### src/rtl/snake_pkg.sv
// rtl/snake_pkg.sv - shared constants, enums and geometry helpers for the snake game controller
package snake_pkg;

  // Playfield and sprite geometry
  localparam int SCREEN_W    = 640;
  localparam int SCREEN_H    = 480;
  localparam int BORDER      = 3;
  localparam int SNAKE_HALF  = 10;
  localparam int FOOD_HALF   = 3;
  localparam int FOOD_MARGIN = 20;

  // Legal head-centre box: inside the border by a full snake half-size
  localparam logic [9:0] HEAD_MIN   = 10'(BORDER + SNAKE_HALF);
  localparam logic [9:0] HEAD_MAX_X = 10'(SCREEN_W - 1 - BORDER - SNAKE_HALF);
  localparam logic [9:0] HEAD_MAX_Y = 10'(SCREEN_H - 1 - BORDER - SNAKE_HALF);

  // Fresh food is kept clear of the border by a fixed margin
  localparam logic [9:0] FOOD_MIN   = 10'(FOOD_MARGIN);
  localparam logic [9:0] FOOD_MAX_X = 10'(SCREEN_W - 1 - FOOD_MARGIN);
  localparam logic [9:0] FOOD_MAX_Y = 10'(SCREEN_H - 1 - FOOD_MARGIN);

  // Head and food touch when centres are closer than the sum of half-sizes
  localparam logic [9:0] OVERLAP_LIM = 10'(SNAKE_HALF + FOOD_HALF);

  localparam logic [9:0] INIT_X   = 10'd320;
  localparam logic [9:0] INIT_Y   = 10'd240;
  localparam logic [9:0] F_INIT_X = 10'd100;
  localparam logic [9:0] F_INIT_Y = 10'd100;
  localparam logic [9:0] F_ALT_X  = 10'd540;
  localparam logic [9:0] F_ALT_Y  = 10'd380;

  localparam logic [15:0] LFSR_SEED = 16'hACE1;

  // Opposite directions differ only in bit 0
  typedef enum logic [1:0] {
    DIR_UP    = 2'd0,
    DIR_DOWN  = 2'd1,
    DIR_LEFT  = 2'd2,
    DIR_RIGHT = 2'd3
  } dir_t;

  typedef enum logic [2:0] {
    S_IDLE    = 3'd0,
    S_RUN     = 3'd1,
    S_MOVE    = 3'd2,
    S_CHECK   = 3'd3,
    S_RESPAWN = 3'd4,
    S_OVER    = 3'd5
  } state_t;

  function automatic logic [9:0] abs_diff(input logic [9:0] a, input logic [9:0] b);
    return (a >= b) ? (a - b) : (b - a);
  endfunction

  function automatic logic overlaps(input logic [9:0] ax, input logic [9:0] ay,
                                    input logic [9:0] bx, input logic [9:0] by);
    return (abs_diff(ax, bx) < OVERLAP_LIM) && (abs_diff(ay, by) < OVERLAP_LIM);
  endfunction

  function automatic logic is_opposite(input dir_t a, input dir_t b);
    logic [1:0] ra;
    logic [1:0] rb;
    ra = a;
    rb = b;
    return (ra[1] == rb[1]) && (ra[0] != rb[0]);
  endfunction

endpackage

### src/rtl/snake_lfsr16.sv
// rtl/snake_lfsr16.sv - free-running 16-bit Fibonacci LFSR used for food placement
module snake_lfsr16
  import snake_pkg::*;
(
  input  logic        vga_clk,
  input  logic        reset,
  output logic [15:0] lfsr
);

  logic feedback;

  // Taps x^16 + x^14 + x^13 + x^11 + 1
  assign feedback = lfsr[15] ^ lfsr[13] ^ lfsr[12] ^ lfsr[10];

  // Advance every cycle; the zero guard reseeds should the register ever be upset into the lock-up state
  always_ff @(posedge vga_clk) begin
    if (reset) begin
      lfsr <= LFSR_SEED;
    end else if (lfsr == 16'd0) begin
      lfsr <= LFSR_SEED;
    end else begin
      lfsr <= {lfsr[14:0], feedback};
    end
  end

endmodule

### src/rtl/snake_game_ctrl.sv
// rtl/snake_game_ctrl.sv - snake head movement, food collision, scoring and respawn state machine
module snake_game_ctrl
  import snake_pkg::*;
#(
  parameter int STEP_DIV  = 4,
  parameter int STEP      = 2,
  parameter int RETRY_MAX = 64
) (
  input  logic       vga_clk,
  input  logic       reset,
  input  logic       frame_tick,
  input  logic       up,
  input  logic       down,
  input  logic       left,
  input  logic       right,
  output logic [9:0] snake_x,
  output logic [9:0] snake_y,
  output logic [9:0] food_x,
  output logic [9:0] food_y,
  output logic [7:0] score,
  output logic       running,
  output logic       game_over
);

  localparam int          RW         = (RETRY_MAX < 2) ? 1 : $clog2(RETRY_MAX + 1);
  localparam logic [RW-1:0] RETRY_LAST = RW'(RETRY_MAX);
  localparam logic [3:0]  FC_LAST    = 4'(STEP_DIV - 1);
  localparam logic [10:0] STEP11     = 11'(STEP);

  // Button synchronizers, bit order {up, down, left, right}
  logic [3:0] btn_meta;
  logic [3:0] btn_sync;
  logic [3:0] pressed;
  logic       any_press;

  logic [15:0] lfsr;

  state_t        state;
  dir_t          dir;
  logic [3:0]    frame_cnt;
  logic          move_pending;
  logic [RW-1:0] retry_cnt;

  logic          counting;
  logic          tick_wrap;
  dir_t          want_dir;
  logic          want_valid;
  logic [10:0]   nx;
  logic [10:0]   ny;
  logic          next_legal;
  logic [9:0]    cand_x;
  logic [9:0]    cand_y;
  logic          cand_ok;

  // Two-flop synchronizer; idle level of the active-low buttons is 1
  always_ff @(posedge vga_clk) begin
    if (reset) begin
      btn_meta <= 4'hF;
      btn_sync <= 4'hF;
    end else begin
      btn_meta <= {up, down, left, right};
      btn_sync <= btn_meta;
    end
  end

  assign pressed   = ~btn_sync;
  assign any_press = |pressed;

  snake_lfsr16 u_lfsr (
    .vga_clk (vga_clk),
    .reset   (reset),
    .lfsr    (lfsr)
  );

  assign counting  = (state == S_RUN) || (state == S_MOVE) ||
                     (state == S_CHECK) || (state == S_RESPAWN);
  assign tick_wrap = counting && frame_tick && (frame_cnt == FC_LAST);

  // Highest-priority pressed button: up > down > left > right
  always_comb begin
    want_valid = 1'b1;
    want_dir   = DIR_RIGHT;
    if (pressed[3]) begin
      want_dir = DIR_UP;
    end else if (pressed[2]) begin
      want_dir = DIR_DOWN;
    end else if (pressed[1]) begin
      want_dir = DIR_LEFT;
    end else if (pressed[0]) begin
      want_dir = DIR_RIGHT;
    end else begin
      want_valid = 1'b0;
    end
  end

  // Candidate head one step ahead; 11-bit math makes an underflow land far outside the box
  always_comb begin
    nx = {1'b0, snake_x};
    ny = {1'b0, snake_y};
    case (dir)
      DIR_UP:    ny = {1'b0, snake_y} - STEP11;
      DIR_DOWN:  ny = {1'b0, snake_y} + STEP11;
      DIR_LEFT:  nx = {1'b0, snake_x} - STEP11;
      default:   nx = {1'b0, snake_x} + STEP11;
    endcase
    next_legal = (nx >= {1'b0, HEAD_MIN}) && (nx <= {1'b0, HEAD_MAX_X}) &&
                 (ny >= {1'b0, HEAD_MIN}) && (ny <= {1'b0, HEAD_MAX_Y});
  end

  assign cand_x  = lfsr[9:0];
  assign cand_y  = {1'b0, lfsr[15:7]};
  assign cand_ok = (cand_x >= FOOD_MIN) && (cand_x <= FOOD_MAX_X) &&
                   (cand_y >= FOOD_MIN) && (cand_y <= FOOD_MAX_Y) &&
                   !overlaps(snake_x, snake_y, cand_x, cand_y);

  // Game state machine with all outputs registered
  always_ff @(posedge vga_clk) begin
    if (reset) begin
      state        <= S_IDLE;
      snake_x      <= INIT_X;
      snake_y      <= INIT_Y;
      food_x       <= F_INIT_X;
      food_y       <= F_INIT_Y;
      score        <= 8'd0;
      dir          <= DIR_RIGHT;
      frame_cnt    <= 4'd0;
      move_pending <= 1'b0;
      retry_cnt    <= '0;
      running      <= 1'b0;
      game_over    <= 1'b0;
    end else begin
      if (counting && frame_tick) begin
        frame_cnt <= (frame_cnt == FC_LAST) ? 4'd0 : frame_cnt + 4'd1;
      end

      case (state)
        S_IDLE: begin
          if (any_press) begin
            state   <= S_RUN;
            running <= 1'b1;
          end
        end

        S_RUN: begin
          if (want_valid && !is_opposite(want_dir, dir)) begin
            dir <= want_dir;
          end
          if (move_pending) begin
            state <= S_MOVE;
          end
        end

        S_MOVE: begin
          move_pending <= 1'b0;
          if (next_legal) begin
            snake_x <= nx[9:0];
            snake_y <= ny[9:0];
            state   <= S_CHECK;
          end else begin
            state     <= S_OVER;
            running   <= 1'b0;
            game_over <= 1'b1;
          end
        end

        S_CHECK: begin
          if (overlaps(snake_x, snake_y, food_x, food_y)) begin
            if (score != 8'hFF) begin
              score <= score + 8'd1;
            end
            retry_cnt <= '0;
            state     <= S_RESPAWN;
          end else begin
            state <= S_RUN;
          end
        end

        S_RESPAWN: begin
          if (retry_cnt == RETRY_LAST) begin
            if (overlaps(snake_x, snake_y, F_INIT_X, F_INIT_Y)) begin
              food_x <= F_ALT_X;
              food_y <= F_ALT_Y;
            end else begin
              food_x <= F_INIT_X;
              food_y <= F_INIT_Y;
            end
            state <= S_RUN;
          end else if (cand_ok) begin
            food_x <= cand_x;
            food_y <= cand_y;
            state  <= S_RUN;
          end else begin
            retry_cnt <= retry_cnt + RW'(1);
          end
        end

        S_OVER: begin
          if (frame_tick && !any_press) begin
            state        <= S_IDLE;
            snake_x      <= INIT_X;
            snake_y      <= INIT_Y;
            food_x       <= F_INIT_X;
            food_y       <= F_INIT_Y;
            score        <= 8'd0;
            dir          <= DIR_RIGHT;
            frame_cnt    <= 4'd0;
            move_pending <= 1'b0;
            game_over    <= 1'b0;
          end
        end

        default: begin
          state <= S_IDLE;
        end
      endcase

      // A wrap landing on the MOVE cycle must survive MOVE's clear
      if (tick_wrap) begin
        move_pending <= 1'b1;
      end
    end
  end

endmodule

### config.mk
export PLATFORM = sky130hd
export DESIGN_NAME = snake_game_ctrl
export DESIGN_NICKNAME = d
export VERILOG_FILES = /design/src/rtl/snake_pkg.sv /design/src/rtl/snake_lfsr16.sv /design/src/rtl/snake_game_ctrl.sv
export SDC_FILE = /design/constraint.sdc
export NUM_CORES = 1
export LEC_CHECK = 0
export ABC_AREA = 1
export CORE_ASPECT_RATIO = 1.75
export CORE_MARGIN = 1
export CORE_UTILIZATION = 60
export CTS_BUF_LIST = sky130_fd_sc_hd__clkbuf_2 sky130_fd_sc_hd__clkbuf_4 sky130_fd_sc_hd__clkbuf_8
export DETAILED_ROUTE_END_ITERATION = 7
export PLACE_DENSITY = 0.87
export SYNTH_ARGS = -nofsm -noshare
export SYNTH_HDL_FRONTEND = slang
export SYNTH_SLANG_ARGS = --single-unit
### constraint.sdc
create_clock -name vga_clk -period 5.2 [get_ports vga_clk]
set_clock_uncertainty 0.05 [all_clocks]
set_input_delay 1.04 -clock vga_clk [delete_from_list [all_inputs] [get_ports vga_clk]]
set_output_delay 1.04 -clock vga_clk [all_outputs]
set_load 0.01 [all_outputs]
; ---- After elaboration in Yosys (flattened, before gate mapping)
; Cells that the tools add are included.
[totals]
regBits = 91
latch_bits = 0
ram_bits = 0
mem_bits_ro = 0
inputBits = 7
out_inout_bits = 50
word_cells = 186
n_memories = 0
[classes]
addsub = 19
n_mul = 0
n_div = 0
order_cmp = 20
n_eq_ne = 24
shift = 0
n_mux = 61
n_bitwise = 4
n_reduce_logical = 43
[op_table]
columns = op, n
row1 = $mux W10, 16
row2 = $pmux W10 S2, 4
row3 = $lt A10 B4 Y1 const B, 6
row4 = $sub A10 B10 Y10, 6
row5 = $pmux W11 S2, 2
row6 = $ge A10 B10 Y1, 3
row7 = $mux W8, 3
row8 = $add A10 B2 Y11 const B, 2
row9 = $ge A11 B4 Y1 const B, 2
row10 = $sub A10 B2 Y11 const B, 2
row11 = $mux W3, 7
row12 = $mux W7, 3
row13 = $ge A10 B7 Y1 const B, 2
row14 = $sub A10 B7 Y10 const B, 2
row15 = $sub A7 B10 Y10 const A, 2
row16 = $pmux W3 S6, 1
row17 = $logic_not A16 Y1, 1
row18 = $mux W4, 4
row19 = $pmux W8 S2, 1
row20 = $logic_and A1 B1 Y1, 15
row21 = $reduce_and A3 Y1, 5
row22 = $ne A2 B2 Y1 const B, 7
row23 = $pmux W7 S2, 1
row24 = $reduce_and A4 Y1, 3
row25 = other kinds (41), 71

; ---- Logic depth before layout (Yosys ltp)
; Gate-level depths: netlist (run 1).
[depth]
ltp_word = 10
mapped_depth = 26
ltp_nobuf = 24

; ---- By module
; Synthesis (run 1) repeated with hierarchy kept, for this count alone.
[hier_totals]
hier_cells = 1676
hier_area_um2 = 9864.5
[modules_own_cells]
columns = module, n_inst, cells_per_inst, area_per_inst_um2
row1 = snake_game_ctrl, 1, 1612, 9296.4
row2 = snake_lfsr16, 1, 64, 568.0

; ---- Worst setup path before layout (run 1)
; OpenSTA, ideal clock, no wires.
[synth_timing]
kind = reg-to-reg
start = reg dir[1]
end = reg snake_x[4]
t_arrival_ns = 3.048
path_slack_ns = 1.975
stages_incl_launch_ff = 22
n_path_buf = 3
period_less_slack_ns = 3.225
path_cell_list = dfxtp_1 > buf_4 > inv_2 > clkbuf_1 > nand2_1 > ha_1 > a21oi_1 > nand2_1 > nand3_1 > nand3_1 > xor2_1 > nand2_1 > o21ai_0 > inv_1 > nand2_1 > a21oi_1 > nand3_1 > nand2_2 > buf_2 > nand3_1 > nand2_1 > nor2_1
[synth_via]
elab_chain_len = 9
elab_cells_between_ends = 17
cone_classes = order compare: 4 / eq/ne: 3 / mux: 4 / reduce/logical: 6
[synth_lines]
columns = item, line
row1 = "start, declared", snake_game_ctrl.sv:39  ; dir_t dir;
row2 = "start signal, assigned", snake_game_ctrl.sv:146  ; dir <= want_dir;
row3 = $eq A2 B1 Y1 / $logic_not A2 Y1 (equally long branches), snake_game_ctrl.sv:100  ; case (dir)
row4 = $reduce_or A2 Y1 (no line), -
row5 = $pmux W11 S2, snake_game_ctrl.sv:100
row6 = $ge A11 B4 Y1 / $le A11 B10 Y1 (equally long branches), snake_game_ctrl.sv:106  ; next_legal = (nx >= {1'b0, HEAD_MIN}) && (nx <= {1'b0, HEAD_MAX_X}) &&
row7 = $logic_and A1 B1 Y1 (2 in a row), snake_game_ctrl.sv:106
row8 = $logic_and A1 B1 Y1, snake_game_ctrl.sv:107  ; (ny >= {1'b0, HEAD_MIN}) && (ny <= {1'b0, HEAD_MAX_Y});
row9 = $ne A2 B2 Y1 (no line), -
row10 = $reduce_and A3 Y1 (no line), -
row11 = "end signal, assigned", snake_game_ctrl.sv:156  ; snake_x <= nx[9:0];
row12 = "end, declared", snake_game_ctrl.sv:16  ; output logic [9:0] snake_x,
; Several ways; a longest one is shown, not always the timed one. The select of a mux whose other input is x is not followed.
; A chain may end at the register's enable or synchronous reset.

; ---- Worst setup path in the final report (run 1)
[layout_timing]
start = reg snake_x[4]
end = reg score[6]
[layout_via]
elab_chain_len = 6
elab_cells_between_ends = 8
cone_classes = add/sub: 2 / order compare: 2 / eq/ne: 1 / mux: 1 / reduce/logical: 2
[layout_lines]
columns = item, line
row1 = $sub A10 B10 Y10 / $ge A10 B10 Y1 (equally long branches), snake_pkg.sv:52  ; return (a >= b) ? (a - b) : (b - a);
row2 = $mux W10 *, snake_pkg.sv:52
row3 = $lt A10 B4 Y1 *, snake_pkg.sv:57  ; return (abs_diff(ax, bx) < OVERLAP_LIM) && (abs_diff(ay, by) < OVERLAP_LIM);
row4 = $logic_and A1 B1 Y1 *, snake_pkg.sv:57
row5 = $ne A2 B1 Y1 (no line) *, -
row6 = $reduce_and A4 Y1 (no line) *, -
row7 = "end signal, assigned", snake_game_ctrl.sv:169  ; score <= score + 8'd1;
row8 = "end, declared", snake_game_ctrl.sv:20  ; output logic [7:0] score,
; Mark *: on every way between the ends. The rest lies on a longest branch, timed or not.

==> results of run 1 <==
[worst max-delay path by stage]
stage                                        from                 endpoint  slack [ps]
final                     snake_x[4]$_SDFFE_PP0P_    score[6]$_SDFFE_PP0P_         660
after global routing      snake_x[4]$_SDFFE_PP0P_    score[4]$_SDFFE_PP0P_         330
after global placement    snake_x[7]$_SDFFE_PP0P_    score[1]$_SDFFE_PP0P_         890
after CTS                 snake_x[7]$_SDFFE_PP0P_    score[4]$_SDFFE_PP0P_         870
after floorplan               dir[1]$_SDFFE_PP1P_  snake_x[4]$_SDFFE_PP0P_        1970
after detailed placement  snake_x[7]$_SDFFE_PP0P_    score[4]$_SDFFE_PP0P_         900
[sequential cells by signal, summed over array words and instances, names as in the netlist, 2 cells and up]
register / cells
u_lfsr.lfsr: 16
food_x: 10
state: 3
snake_x: 9
btn_meta: 4
btn_sync: 4
retry_cnt: 7
frame_cnt: 4
snake_y: 9
dir: 2
food_y: 7
score: 8
[through the flow]
step	cells	util	hold slack, ps	setup WS (ps)
6_report	1883	0.6635	370.5	658.5
5_1_grt	1883	0.6635	377.7	326.2
4_1_cts	1883	0.6635	372.5	866.2
3_5_place_dp	1867	0.6516	348.3	899.6
3_3_place_gp	1867	0.6516	342.3	894.2
2_1_floorplan	1654	-	339.5	1975
[critical path, stage by stage, from the launching register on]
cell     delay (ps)
dfxtp_1         580
inv_1           330
ha_1            500
nand2_1         130
nor2_1          180
nand3_1         140
o21ai_1         140
inv_1            50
nand2_1         320
inv_1           270
nand2_1         120
nand2_1         150
inv_1           100
nand2_1          50
nor2_1          110
nand2_1          70
nor2_1          250
nand2_1          90
nand2_1         300
nand2_1         280
nand2_1         140
a21oi_1          70
[cells by family after synthesis]
family,count (synthesis),share of synthesized area
AO/OA/AOI/OAI,194,0.1136
other,2,0.0007730
adder cells (fa/ha/maj),102,0.1383
AND/OR/NAND/NOR,952,0.4137
flip-flops,86,0.1772
XOR/XNOR,49,0.04495
buffers and inverters,264,0.1115
[layout make-up]
type	count	area, sq um	share of cell area
inverter	224	843.3	0.08007
multi-input combinational	1304	6929	0.6579
clock inverter	6	51.30	0.004871
sequential	86	1722	0.1635
tap	189	236.5	0.02245
clock buffer	10	137.6	0.01307
timing repair buffer	64	613.1	0.05821
[placed cells by master (no fill, tap or decap), types with 3 or more instances in the layout]
master	netlist	routed
a21boi_0	5	5
a21o_1	4	4
a21oi_1	97	97
a31oi_1	3	3
buf_4	12	11
clkbuf_8	0	10
clkdlybuf4s50_1	0	53
clkinv_1	4	4
conb_1	2	7
dfxtp_1	86	86
fa_1	9	9
ha_1	93	93
inv_1	213	213
inv_2	6	6
inv_6	0	4
nand2_1	540	540
nand2_2	11	11
nand3_1	152	152
nand3b_1	7	7
nand4_1	28	28
nor2_1	174	174
nor2_2	3	3
nor3_1	9	9
o2111ai_1	3	3
o211ai_1	8	8
o21ai_0	49	49
o21ai_1	4	4
o21bai_1	7	7
or2_2	16	16
xnor2_1	11	11
xor2_1	37	37
[power breakdown]
group	total (mW)	leakage [nW]	internal, mW	switching [mW]
sequential	0.852	0.702	0.730	0.122
combinational	2.96	4.86	0.999	1.96
clock	0.471	0.0943	0.194	0.276
total	4.28	5.66	1.92	2.36
[layer usage]
metal	GRT usage	vias to the layer above	routed length, um
met5	0	-	0
met4	0.3245	0	2817
met3	0.05667	185	2050
met2	0.7103	467	15920
met1	0.3976	4949	11310
li1	-	5306	-
==> out/results.ini, run 1 <==
[place]
place_congestion = 1.040
dpl_cell_area_sq_um = 10340
io_buffer_count = 53
dp_hpwl_mm = 25.36

[route]
remaining_drc_errors = 2
firstDrtPassIters = 8
viasPerCell = 5.792
drtIter0Drc = 836
avgRoutedWirePerCell_um = 17.05
vias = 10910
ant_nets = 0
drt-total-wl_mm = 32.10

[sta]
report.final.slew_viol_count = 0
relSlewSlack = 0.1846
hold_violations = 0
worstMarginPinSlew_ps = 1212
final.period_utilization = 0.8734
fmax_ghz = 0.2202
finalSetupViolCount = 0
finalSetupTns_ps = 0
period_needed_ps = 4541
rsz0062_at_grt = false

[cells_and_area]
fill_cells = 1538
drive_above_1_share = 0.04545
postLayoutCellArea_sq_um = 10530
area_delta_synth_final_pct = 8.410
num_antenna_cells = 0
final_nets = 1798

[worst_setup_path]
r2r_setup_slack_ps = 660
start_kind = register
r2r_start = snake_x[4]$_SDFFE_PP0P_
endpoint_kind = register
crit_type = register to register
r2r_end = score[6]$_SDFFE_PP0P_
cp.required_ps = 5410
ff2ff_path_depth = 21
cp_data_arrival_time_ps = 4750
cp_max_fo = 11

[die]
die_w_um = 98.19
core.rowCount = 61
fp.coreArea_sq_um = 15880
pin_count = 57
start_util = 0.6120
die_h_um = 170.3
dieArea_sq_um = 16730

[logic_synthesis]
synthCells = 1649
ys.flop_type = dfxtp_1
synth.area.top_cells = nand2_1 (21%), dfxtp_1 (18%), ha_1 (12%)
synth_area_sq_um = 9716
synthDistinctLibCells = 55
synth_top_area_share = 0.2086
syn_area_per_cell_sq_um = 5.892
ys_seq_area_frac = 0.1772
yosys-top-cells-count = nand2_1 (540), inv_1 (213), nor2_1 (174), nand3_1 (152), a21oi_1 (97)
yosysMostFrequentCell = nand2_1
yosysWarnings = 0
async_flop_share = 0
ys_ff_latch = 86
yosysTopAreaCell = nand2_1
synth_edf_count = 0

[worst_hold_path]
hold_class = register to register
holdCritStartpoint = btn_meta[1]$_SDFF_PP1_
whs_endpoint = btn_sync[1]$_SDFF_PP1_
whs_path_depth = 1

[run_status]
status = finished, violations left
violations = DRC

[clocking]
post_cts_buffers = 0
clockRootBuffer = clkbuf_8
ctsHoldBuffers = 0
clock_latency_ps = 390
h-tree-depth = 3
path_clk_slew_ps = 100
cts_tree = built
max-clock-path-buffers = 2
numCtsBuffers = 9
clock-sinks = 86
post_cts_resized = 0

[global_route]
antenna_found_initial = 0
grt_max_degree = 36
grtUsageTotal = 0.3932
grt_pass1_vias = 10480
grt_overflow = 0
grt_pass1_wl_mm = 51.36

[pwr]
max-vdd-ir-drop_mv = 0.3068
power.leakage_nw = 5.657
total_power_mw = 4.283
powerDensity_nw_per_um2 = 406.7

[run]
maxCapViolations = 0

No activity file was read; power rests on OpenSTA's default activity.
==> run 2, diff against run 1 <==
--- a/config.mk
+++ b/config.mk
@@ -14,2 +14,3 @@
 export PLACE_DENSITY = 0.87
+export RECOVER_POWER = 50
 export SYNTH_ARGS = -nofsm -noshare
--- a/constraint.sdc
+++ b/constraint.sdc
@@ -4,2 +4,2 @@
 set_output_delay 1.04 -clock vga_clk [all_outputs]
-set_load 0.01 [all_outputs]
+set_load 0.005 [all_outputs]
==> run 2 against run 1 <==
  * The run ends with DRC, capacitance limit, slew limit left
  * Routed wire length grew 0.21%
  * Largest cell class unchanged
  * Sequential power is essentially flat
  * Count of clock-buffer cells in the layout is the same
  * Sequential share of layout area is essentially flat
==> out/results.ini, run 2 (synthesis gave the netlist of run 1 again) <==
[worst_hold_path]
holdCritStartpoint = btn_meta[1]$_SDFF_PP1_
whs_endpoint = btn_sync[1]$_SDFF_PP1_
whs_path_depth = 1
hold_class = register to register

[cells_and_area]
final_nets = 1798
top_regs = u_lfsr.lfsr x16, food_x x10
largest_register_ffs = 16
final_cell_mix = nand2_1 (540), inv_1 (213), nor2_1 (174), nand3_1 (152), a21oi_1 (97)
fill_cells = 1546
area_delta_synth_final_pct = 8.204
drive_above_1_share = 0.04191
final_common_cell = nand2_1
regMostFlops = u_lfsr.lfsr

[sta]
relSlewSlack = -0.1286
worstMarginPinSlew_ps = 1693
fmax_ghz = 0.2181
hold_violations = 0
period_needed_ps = 4586
finalSetupTns_ps = 0
rsz0062_at_grt = false
final.period_utilization = 0.8819
finalWorstSetupSlack_ps = 614.0
finalSetupViolCount = 0
report.final.slew_viol_count = 36

[die]
dieArea_sq_um = 16730
die_h_um = 170.3
pin_count = 57
die_w_um = 98.19
fp.coreArea_sq_um = 15880
core.rowCount = 61
start_util = 0.6120

[worst_setup_path]
cp_max_fo = 11
r2r_end = score[7]$_SDFFE_PP0P_
cp_slowest_cell = dfxtp_1
cpLargestDelayFamily = simple AND/OR/NAND/NOR gates
crit_type = register to register
critPathMostFrequentCell = nand2_1
start_kind = register
cp.required_ps = 5340
r2r_setup_slack_ps = 610
max_stage_delay_ps = 570
cp_data_arrival_time_ps = 4730
crit_chain = inv_1, ha_1, nand2_1, nor2_1, nand3_1, o21ai_1, inv_1, nand2_1, inv_1, nand2_1, nand2_1, inv_1, nand2_1, nor2_1, nand2_1, nor2_1, nand2_1, nand2_1, nand2_1, nand2_1, a21oi_1
crit_buf_inv = 4
ff2ff_path_depth = 21
endpoint_kind = register
r2r_start = snake_x[4]$_SDFFE_PP0P_

[clocking]
clock-sinks = 86
h-tree-depth = 3
path_clk_slew_ps = 100
post_cts_resized = 0
post_cts_buffers = 0
ctsHoldBuffers = 0
clockRootBuffer = clkbuf_8
clock_latency_ps = 390
numCtsBuffers = 9
cts_tree = built
max-clock-path-buffers = 2

[global_route]
grt_pass1_vias = 10480
grt_pass1_wl_mm = 51.36
antenna_found_initial = 0
grt_overflow = 0
grt_max_degree = 36
grtUsageTotal = 0.3932

[pwr]
max-vdd-ir-drop_mv = 0.2972
powerDensity_nw_per_um2 = 403.9
power.leakage_nw = 5.702

[route]
remaining_drc_errors = 4
drt-total-wl_mm = 32.16
firstDrtPassIters = 8
avgRoutedWirePerCell_um = 17.07
ant_nets = 0
viasPerCell = 5.820
vias = 10960
drtIter0Drc = 766

[place]
io_buffer_count = 53
dp_hpwl_mm = 25.36
pre_cts_slack_ps = 899.6
place_congestion = 1.040

[run_status]
status = finished, violations left
violations = DRC, capacitance limit, slew limit

[run]
maxCapViolations = 1

run 2: power breakdown:
group	total (mW)	leakage (nW)	internal [mW]	switching, mW
Sequential	0.850	0.702	0.730	0.120
Combinational	2.92	4.91	0.980	1.94
Clock	0.472	0.0943	0.194	0.278
run 2: worst max path at each step:
stage,startpoint,to,slack (ps),cells past startpoint
global placement,snake_x[7]$_SDFFE_PP0P_,score[1]$_SDFFE_PP0P_,890,21
floorplan,dir[1]$_SDFFE_PP1P_,snake_x[4]$_SDFFE_PP0P_,1970,21
global route,snake_x[4]$_SDFFE_PP0P_,score[5]$_SDFFE_PP0P_,250,21
finish,snake_x[4]$_SDFFE_PP0P_,score[7]$_SDFFE_PP0P_,610,21
CTS,snake_x[7]$_SDFFE_PP0P_,score[4]$_SDFFE_PP0P_,870,21
detailed placement,snake_x[7]$_SDFFE_PP0P_,score[4]$_SDFFE_PP0P_,900,21
run 2: layout make-up:
class	instances	area, sq um	share of cell area
antenna	1	2.502	0.0002380
inverter	224	843.3	0.08022
tap	189	236.5	0.02249
sequential	86	1722	0.1638
clock buffer	10	137.6	0.01309
timing repair buffer	64	590.6	0.05618
clock inverter	6	51.30	0.004880
multi-input combinational	1304	6929	0.6591
run 2: through the flow:
stage	hold slack [ps]	std cells	power, mW	utilization	instance area (sq um)
4_1_cts	372.5	1883	4.185	0.6635	10530
6_report	371.6	1884	4.246	0.6622	10510
5_1_grt	377.7	1883	4.618	0.6620	10510
2_1_floorplan	339.5	1654	2.916	-	9734
3_3_place_gp	342.3	1867	3.684	0.6516	10340
3_5_place_dp	348.3	1867	3.713	0.6516	10340
run 2: layer usage:
| layer | track usage | up-vias | wire length [um] | part of all wire |
|---|---|---|---|---|
| li1 | - | 5310 | - | - |
| met1 | 0.3976 | 4970 | 11420 | 0.36 |
| met2 | 0.7103 | 489 | 15890 | 0.49 |
| met3 | 0.05667 | 195 | 2021 | 0.063 |
| met4 | 0.3245 | 0 | 2835 | 0.088 |
| met5 | 0 | - | 0 | 0 |
==> run 3, diff against run 2 <==
- SYNTH_HIERARCHICAL: default -> 1
- TNS_END_PERCENT: default -> 30
==> run 3 against run 2 <==
  * The flow now finishes without violations
  * Area after synthesis is 1.5% higher
  * Register-to-register slack better by 160 ps
  * Sequential power is 2.4% higher
  * Via count is 0.35% higher
  * Cell count is 1.4% higher
  * Fmax is 3.6% higher
  * Global-route usage hardly changed
  * Synthesized cell count is 1.6% higher
  * Worst setup slack better by 160 ps
  * Combinational power hardly changed
  * Routed wire length is 1.2% higher
  * Largest power group unchanged
==> out/results.ini, run 3 <==
[global_route]
grtUsageTotal = 0.3928
grt_overflow = 0
grt_pass1_wl_mm = 51.59
grt_pass1_vias = 10490
grt_max_degree = 32
antenna_found_initial = 0

[clocking]
path_clk_slew_ps = 110
post_cts_buffers = 0
post_cts_resized = 0
max-clock-path-buffers = 2
clockRootBuffer = clkbuf_8
h-tree-depth = 3
clock-sinks = 86
cts_tree = built
ctsHoldBuffers = 0
clock_latency_ps = 400
numCtsBuffers = 9

[worst_setup_path]
crit_type = register to register
critPathMostFrequentCell = nand2_1
crit_buf_inv = 2
path_depth = 20
max_stage_delay_ps = 540
cp.required_ps = 5430
endpoint_kind = register
r2r_start = snake_x[4]$_SDFFE_PP0P_
cpLargestDelayFamily = simple AND/OR/NAND/NOR gates
ff2ff_path_depth = 20
crit_chain = clkbuf_1, inv_1, ha_1, nand2_1, nor2_1, nand3_1, nand3_1, nand2_1, nand2_1, nand2_1, nand2_1, nand2_1, nor2_1, nand4_1, o21ai_1, nand2_1, nand3_2, nand2_1, nand2_1, nor2_1
cp_max_fo = 28
start_kind = register
r2r_end = food_y[4]$_SDFFE_PP0P_
cp_data_arrival_time_ps = 4660
cp_slowest_cell = clkbuf_1
r2r_setup_slack_ps = 770

[sta]
relSlewSlack = 0.02391
finalSetupViolCount = 0
report.final.slew_viol_count = 0
finalSetupTns_ps = 0
final.period_utilization = 0.8514
fmax_ghz = 0.2259
finalWorstSetupSlack_ps = 772.7
period_needed_ps = 4427
worstMarginPinSlew_ps = 1464
hold_violations = 0
rsz0062_at_grt = false

[worst_hold_path]
holdCritStartpoint = btn_meta[1]$_SDFF_PP1_
hold_class = register to register
whs_path_depth = 1
whs_endpoint = btn_sync[1]$_SDFF_PP1_

[logic_synthesis]
synthCells = 1676
synth_edf_count = 0
ys_ff_latch = 86
synth.area.top_cells = nand2_1 (19%), dfxtp_1 (17%), ha_1 (12%)
muxShareOfSynthArea = 0
yosysTopAreaCell = nand2_1
synthAdderAreaFrac = 0.1362
ys_seq_area_frac = 0.1745
ys.flop_type = dfxtp_1
synth_area_sq_um = 9864
post_synth_and_or_nand_nor_area_fraction = 0.4063
synthDistinctLibCells = 58
synth_xor_area_frac = 0.04351
synth_top_family_by_area = simple AND/OR/NAND/NOR gates
async_flop_share = 0
yosysMostFrequentCell = nand2_1
syn_area_per_cell_sq_um = 5.886
synth_top_area_share = 0.1948
synth_compound_area_frac = 0.1218
yosysWarnings = 6
yosys-top-cells-count = nand2_1 (512), inv_1 (241), nor2_1 (191), nand3_1 (148), ha_1 (93)

[die]
core.rowCount = 61
fp.coreArea_sq_um = 15950
dieArea_sq_um = 16980
start_util = 0.6184
die_w_um = 98.93
die_h_um = 171.6
pin_count = 57

[route]
drtIter0Drc = 736
drt-total-wl_mm = 32.54
ant_nets = 0
avgRoutedWirePerCell_um = 17.03
viasPerCell = 5.757
vias = 11000
remaining_drc_errors = 0
firstDrtPassIters = 7

[cells_and_area]
area_delta_synth_final_pct = 8.244
multi_input_comb_area_sq_um = 7000
fill_cells = 1542
num_antenna_cells = 0
top_regs = u_lfsr/lfsr x16, food_x x10
final_cell_mix = nand2_1 (513), inv_1 (241), nor2_1 (191), nand3_1 (148), ha_1 (93)
drive_above_1_share = 0.04123
postLayoutCellArea_sq_um = 10680
final_common_cell = nand2_1
largest_register_ffs = 16
regArea_sq_um = 1722
final_nets = 1826
regMostFlops = u_lfsr/lfsr

[pwr]
max-vdd-ir-drop_mv = 0.3222
total_power_mw = 4.286
power.leakage_nw = 5.765
powerDensity_nw_per_um2 = 401.4

[run]
maxCapViolations = 0

[run_status]
status = complete, no violations

[place]
io_buffer_count = 53
place_congestion = 1.054
dpl_cell_area_sq_um = 10500
pre_cts_slack_ps = 1012
dp_hpwl_mm = 25.72

-- run 3: cell count changes after synthesis, sizes merged, moves of 6 or more --
cell | before | now
a21oi | 100 | 89
inv | 220 | 244
nand2 | 553 | 525
nand3b | 7 | 13
nand4 | 29 | 21
nor2 | 179 | 199
o21ai | 54 | 75
-- run 3: per-layer routing --
| metal | wire length [um] | part of all wire | GRT usage |
|---|---|---|---|
| met5 | 0 | 0 | 0 |
| met1 | 11610 | 0.36 | 0.3982 |
| met3 | 1897 | 0.058 | 0.04835 |
| met2 | 16420 | 0.50 | 0.7136 |
| met4 | 2617 | 0.080 | 0.3271 |
-- run 3: worst max-delay path by stage --
stage / startpoint / end / slack, ps
after floorplan: dir[1]$_SDFFE_PP1P_ / snake_y[3]$_SDFFE_PP0P_ / 1960
after global placement: snake_y[1]$_SDFFE_PP0P_ / food_y[4]$_SDFFE_PP0P_ / 980
after detailed placement: snake_y[1]$_SDFFE_PP0P_ / food_y[4]$_SDFFE_PP0P_ / 1010
after CTS: snake_y[1]$_SDFFE_PP0P_ / food_y[4]$_SDFFE_PP0P_ / 960
after global routing: snake_x[4]$_SDFFE_PP0P_ / food_x[1]$_SDFFE_PP0P_ / 520
final: snake_x[4]$_SDFFE_PP0P_ / food_y[4]$_SDFFE_PP0P_ / 770
-- run 3: cell type report --
type	instances	share of cell area
inverter	248	0.08742
clock inverter	7	0.007382
clock buffer	9	0.01160
multi-input combinational	1310	0.6556
timing repair buffer	62	0.05461
sequential	86	0.1612
tap	189	0.02215
-- run 3: worst register-to-register path: cells and delay by family (launching register included) --
family | cells | cell delay, ps
AND/OR/NAND/NOR | 16 | 2240
buffers and inverters | 2 | 920
adder cells (fa/ha/maj) | 1 | 530
flip-flops | 1 | 320
AO/OA/AOI/OAI | 1 | 240
-- run 3: per-stage QoR --
step	hold WS [ps]	cells	utilization
2_1_floorplan	339.5	1681	-
3_3_place_gp	344.1	1895	0.6581
3_5_place_dp	347.1	1895	0.6581
4_1_cts	368.4	1911	0.6708
5_1_grt	372.0	1911	0.6694
6_report	367.4	1911	0.6694
-- run 3: power by group --
group / total, mW / switching [mW] / internal (mW)
logic: 2.90 / 1.93 / 0.978
clock network: 0.511 / 0.283 / 0.228
registers: 0.870 / 0.137 / 0.733
total: 4.29 / 2.35 / 1.94
-- run 3: logic make-up (layout without fill, tap and decap cells) --
kind of cell | Yosys count | after routing
AOI/OAI and AO/OA | 210 | 210
buffers and inverters | 285 | 326
DFF | 86 | 86
and+or+nand+nor | 942 | 942
other | 2 | 7
adders and majority gates | 102 | 102
xor gates and xnor gates | 49 | 49
